--- config.mk ---
export PLATFORM = sky130hd
export DESIGN_NAME = controller_sequencer
export DESIGN_NICKNAME = d
export VERILOG_FILES = /design/src/rtl/controller_sequencer.sv
export SDC_FILE = /design/constraint.sdc
export NUM_CORES = 1
export LEC_CHECK = 0
export BUFFER_PORTS_ARGS = -buffer_cell sky130_fd_sc_hd__clkbuf_2
export CAP_MARGIN = 20
export CORE_MARGIN = 3
export CORE_UTILIZATION = 35
export CTS_BUF_LIST = sky130_fd_sc_hd__clkbuf_4 sky130_fd_sc_hd__clkbuf_8
export CTS_CLUSTER_SIZE = 16
export DETAILED_ROUTE_END_ITERATION = 6
export GPL_ROUTABILITY_DRIVEN = 0
export PLACE_DENSITY = 0.61
export SYNTH_ARGS = -nofsm -noshare
export SYNTH_HDL_FRONTEND = slang
export SYNTH_SLANG_ARGS = --single-unit
--- constraint.sdc ---
create_clock -name clk -period 2.6 [get_ports clk]
set_input_delay 0.39 -clock clk [delete_from_list [all_inputs] [get_ports clk]]
set_output_delay 0.39 -clock clk [all_outputs]
set_load 0.02 [all_outputs]
--- src/rtl/controller_sequencer.sv ---
// Purpose : SAP-style controller/sequencer; a 6-state one-hot ring counter plus opcode decode of the control word.
// Latency : control outputs are a combinational decode of the current T-state and op; t_state/hlt update on every posedge clk.
// Backpressure: none; the ring free-runs until HLT, then holds at T4 until clr. Optional macro CTRL_VAR_CYCLE_EN skips trailing no-op states.
module controller_sequencer #(
  parameter logic [3:0] OP_LDA = 4'b0000,
  parameter logic [3:0] OP_ADD = 4'b0001,
  parameter logic [3:0] OP_SUB = 4'b0010,
  parameter logic [3:0] OP_OUT = 4'b1110,
  parameter logic [3:0] OP_HLT = 4'b1111
) (
  input  logic       clk,
  input  logic       clr,
  input  logic [3:0] op,
  output logic [5:0] t_state,
  output logic       Cp,
  output logic       Ep,
  output logic       Lm_n,
  output logic       CE_n,
  output logic       Li_n,
  output logic       Ei_n,
  output logic       La_n,
  output logic       Lb_n,
  output logic       Lo_n,
  output logic       Ea,
  output logic       Su,
  output logic       Eu,
  output logic       hlt
);

  // One-hot encoding doubles as the externally visible ring counter.
  typedef enum logic [5:0] {
    T1 = 6'b000001,
    T2 = 6'b000010,
    T3 = 6'b000100,
    T4 = 6'b001000,
    T5 = 6'b010000,
    T6 = 6'b100000
  } t_state_e;

  t_state_e t_q;

  // Opcode classification, shared by sequencing and decode.
  logic is_lda;
  logic is_add;
  logic is_sub;
  logic is_out;
  logic is_hlt;

  assign is_lda = (op == OP_LDA);
  assign is_add = (op == OP_ADD);
  assign is_sub = (op == OP_SUB);
  assign is_out = (op == OP_OUT);
  assign is_hlt = (op == OP_HLT);

`ifdef CTRL_VAR_CYCLE_EN
  // Opcodes with no defined execute phase can end right after T4.
  logic is_known;
  assign is_known = is_lda | is_add | is_sub | is_out | is_hlt;
`endif

  assign t_state = t_q;

  // Ring counter and halt flag; clr overrides halt and any mid-instruction position.
  always_ff @(posedge clk) begin
    if (clr) begin
      t_q <= T1;
      hlt <= 1'b0;
    end else if (hlt) begin
      // Machine stopped: hold position until clr.
      t_q <= t_q;
      hlt <= 1'b1;
    end else begin
      case (t_q)
        T1: t_q <= T2;
        T2: t_q <= T3;
        T3: t_q <= T4;
        T4: begin
          if (is_hlt) begin
            // Freeze at T4 with the halt flag raised.
            hlt <= 1'b1;
            t_q <= T4;
          end
`ifdef CTRL_VAR_CYCLE_EN
          else if (is_out || !is_known) begin
            t_q <= T1;
          end
`endif
          else begin
            t_q <= T5;
          end
        end
        T5: begin
`ifdef CTRL_VAR_CYCLE_EN
          if (is_lda) begin
            t_q <= T1;
          end else begin
            t_q <= T6;
          end
`else
          t_q <= T6;
`endif
        end
        T6: t_q <= T1;
        // Any corrupted encoding restarts the fetch cycle.
        default: t_q <= T1;
      endcase
    end
  end

  // Control word decode; everything inactive unless the current state names it, and all inactive while halted.
  always_comb begin
    Cp   = 1'b0;
    Ep   = 1'b0;
    Lm_n = 1'b1;
    CE_n = 1'b1;
    Li_n = 1'b1;
    Ei_n = 1'b1;
    La_n = 1'b1;
    Lb_n = 1'b1;
    Lo_n = 1'b1;
    Ea   = 1'b0;
    Su   = 1'b0;
    Eu   = 1'b0;
    if (!hlt) begin
      case (t_q)
        // Fetch phase ignores op entirely.
        T1: begin
          Ep   = 1'b1;
          Lm_n = 1'b0;
        end
        T2: begin
          Cp = 1'b1;
        end
        T3: begin
          CE_n = 1'b0;
          Li_n = 1'b0;
        end
        // Execute phase: IR address to MAR for memory ops, A to output for OUT.
        T4: begin
          if (is_lda || is_add || is_sub) begin
            Ei_n = 1'b0;
            Lm_n = 1'b0;
          end else if (is_out) begin
            Ea   = 1'b1;
            Lo_n = 1'b0;
          end
        end
        T5: begin
          if (is_lda) begin
            CE_n = 1'b0;
            La_n = 1'b0;
          end else if (is_add || is_sub) begin
            CE_n = 1'b0;
            Lb_n = 1'b0;
          end
        end
        T6: begin
          if (is_add || is_sub) begin
            Eu   = 1'b1;
            La_n = 1'b0;
            Su   = is_sub;
          end
        end
        default: begin
          Cp = 1'b0;
        end
      endcase
    end
  end

endmodule

==> Yosys cells after proc, flatten, opt, wreduce, memory -nomap -nowiden <==
Cells that the tools add are included.
{ "op_classes": {"eq_ne": 10, "mux": 40, "reduce_logical": 4} }
{ "ops": {"columns": ["cell", "count"], "rows": [
  ["1-bit two-way mux", 35],
  ["6-bit one-hot mux with 5 select lines", 1],
  ["4-bit equality test, second input constant", 2],
  ["6-bit by 1-bit equality test with 1-bit output, second input constant", 1],
  ["6-bit by 2-bit equality test with 1-bit output, second input constant", 1],
  ["6-bit by 3-bit equality test with 1-bit output, second input constant", 1],
  ["6-bit by 4-bit equality test with 1-bit output, second input constant", 1],
  ["6-bit by 5-bit equality test with 1-bit output, second input constant", 1],
  ["6-bit equality test, second input constant", 1],
  ["1-bit one-hot mux with 2 select lines", 3],
  ["5-bit two-way mux", 1],
  ["4-bit by 1-bit equality test with 1-bit output, second input constant", 1],
  ["4-bit by 2-bit equality test with 1-bit output, second input constant", 1],
  ["4-bit zero test", 1],
  ["1-bit logical OR", 3]
]} }
{ "totals": {"ff_bits": 7, "input_bits": 6, "output_inout_bits": 19} }

==> Longest topological paths before layout <==
{ "logic_depth": {"ltp_word": 6, "ltp_mapped": 4, "ltp_nobuf": 3} }

==> Worst setup path before layout <==
OpenSTA, ideal clock, no wires.
{ "synth_path": {"path_kind": "register to output", "from": "reg t_q[0], in the netlist t_state[0]", "to": "out Su", "arrival_ns": 1.791, "t_required_ns": 2.210, "slack_ns": 0.419, "stages_incl_launch_ff": 5, "path_buffers": 1, "cell_sequence": "dfxtp_1 -> buf_6 -> or4b_1 -> or2_1 -> nor3_1"} }
{ "synth_between": {"elab_chain_len": 3} }
{ "synth_rtl": {"columns": ["element", "line", "text"], "rows": [
  ["from (decl)", "40", "t_state_e t_q;"],
  ["from (signal assigned)", "70", "t_q <= t_q;"],
  ["6-bit equality test", "125", "case (t_q)"],
  ["1-bit two-way mux", "125", null],
  ["1-bit two-way mux", "124", "if (!hlt) begin"],
  ["to (decl)", "25", "output logic Su,"]
]} }
No other way between the ends.

==> Worst setup path after layout <==
{ "layout_path": {"from": "reg t_q[0], in the netlist t_state[0]", "to": "out Lm_n"} }
{ "layout_between": {"elab_chain_len": 3, "word_cells_on_any_way": 4} }
{ "layout_rtl": {"columns": ["element", "line", "text"], "rows": [
  ["6-bit by 4-bit equality test with 1-bit output or 6-bit by 1-bit equality test with 1-bit output (tied branches)", "125", null],
  ["1-bit one-hot mux with 2 select lines (*)", "125", null],
  ["1-bit two-way mux (*)", "124", null],
  ["to (decl)", "17", "output logic Lm_n,"]
]} }
Mark *: on every way between the ends. The rest lies on a longest branch, timed or not.

==> metrics.txt <==
DPL Wire Length 1140 um; first-pass GRT wire length ~2400 um; DP Area 692 sq um; CTS Sinks 7; crit share post-route 0.891; largest net degree at the start of global routing 19; Die Area approximately 2200 sq um; postcts setup bufs 0; PD cells 554 nW/um^2; htree depth 1; Hold-fix buffers, CTS 0; Hold Slack 0.413 ns; synth unique cells 37; Data required, critical path 2.21 ns; via count 674; drt first pass iters 4; core footprint 1520 sq um; # setup viols final 0; I/O Buffers 24; Initial Util 0.380; Synth Cell Area 579 sq um; RSZ-0062 raised after global routing false; Antenna diodes 0; startpoint types flip-flop; Max Clk Rate 432 MHz; critical path arrival 1.93 ns; Hold Crit Class in -> reg; vias in the first global route 541; area delta synth->final 24.6%; clk_skew 0.00311 ns; Synth Register Bits 7; Synth top cells by count nor2_1, dfxtp_1, nand2_1; root buffer cell clkbuf_4; count leader, synth nor2_1; crit end category primary output; Max Cap Viol 0; Vias/cell 5.76; clock latency on the worst-skew pair between 0.2 and 0.3 ns; Mapped Nets 84; net count reported at finish 108; Final Instance Area 722 sq um; Synth Flop Type dfxtp_1; Slew Limit Headroom 0.628; Yosys top cell area share 0.242; post-layout min period between 2 and 2.5 ns; VDD IR-drop max 0.300 mV; boundary pin count 25; most area-hungry cell type in the Yosys netlist dfxtp_1; Post-Place Setup Slack 0.528 ns; Syn. warnings 0; status finished, final reports clean; Gate Count Post-Synth 78; final worst slack 0.284 ns; DR DRC count 0; CTS resizes 0; die span in x 46.7 um; Iter 0 DRT Violations 15; Die H 46.7 um; ranking of synthesized cells by area dfxtp_1, nor2_1, a21oi_1, nor2b_1, nand2_1; Setup TNS 0 ns; layout cell share with drive strength beyond 1 0.317; Final ANT Viol Nets 0; number of enable flip-flop cells after synthesis 0; Final Max Tran Viols 0; grt ovf 0; register area share after synthesis 0.242; Least-Margin Pin Slew 0.558 ns; Sequential Area 140 sq um; fillcell total 161; Mapped Avg Cell Area between 7 and 8 sq um; initial antenna violation count 0; Core Util, Final 0.474; WL/cell around 13 um; clock tree buffer depth 2; ys async rst share 0; endpoints failing hold 0; final WL 1490 um; CTS clk-pin slew, worst paths around 0.050 ns; WS Path Type reg -> out; leakage power 0.000307 uW; CTS tree done; area of the multi-input gates 397 sq um; FP Rows 14; CTS Buf Count 3; Crit Path Max Fanout 11; gr usage total 0.150
## metal layers
metal	vias to the layer above	routed length, um	global-route usage
met5	-	0	0
met3	4	143	0.0117
met1	295	676	0.228
met2	32	658	0.206
met4	0	15	0.0773
li1	343	-	-
## area by class of cell
class / count / share of cell area
Multi-Input combinational cell: 62 / 0.549
Clock buffer: 4 / 0.0416
Timing Repair Buffer: 24 / 0.166
Tap cell: 16 / 0.0277
Inverter: 4 / 0.0208
Sequential cell: 7 / 0.194
## power by group
group	internal, uW	switching [uW]	leakage, uW
clock	68.8	37.1	0.0000184
combinational	62.2	85.8	0.000232
sequential	117	29.1	0.0000570
total	248	152	0.000307
## per-stage QoR
step                total power (uW)  cells
floorplan                        260     78
global placement                 293    113
detailed placement               297    113
CTS                              407    117
global route                     432    117
finish                           400    117
## final timing paths
check | startpoint | endpoint | slack (ns) | depth (start not counted)
setup / recovery | t_state[0] | Lm_n | 0.28 | 4
hold / removal | clr | t_state[2] | 0.41 | 2
setup reg to reg | t_state[0] | t_state[3] | 1.23 | 3
hold reg to reg | t_state[5] | t_state[5] | 0.60 | 2
## critical path: stages, from the launching register on
cell	delay [ns]
dfxtp_1	0.42
nor4_4	0.44
or4b_1	0.47
a21o_1	0.20
clkbuf_2	0.15
## sequential cells by signal, indices dropped and copies added (netlist names)
name	count
t_state	6
hlt	1
## kinds of logic after synthesis
| logic type | after synthesis | synth area share |
|---|---|---|
| buf+inv | 9 | 0.0734 |
| compound gates | 17 | 0.210 |
| simple gates | 44 | 0.460 |
| xor+xnor | 1 | 0.0151 |
| flops | 7 | 0.242 |
## cell usage in the layout (no fill, tap or decap), types with 2 or more instances in the layout
cell	instances
clkbuf_2	24
nor2_1	8
dfxtp_1	7
nand2_1	6
a21oi_1	5
nor2b_1	4
nand3_1	4
inv_1	4
clkbuf_4	4
nand2b_1	3
nor4_1	3
or4b_1	2
or3_1	2
nor3_1	2
nand4_1	2
a41oi_1	2
Power figures use the tool's default switching activity.
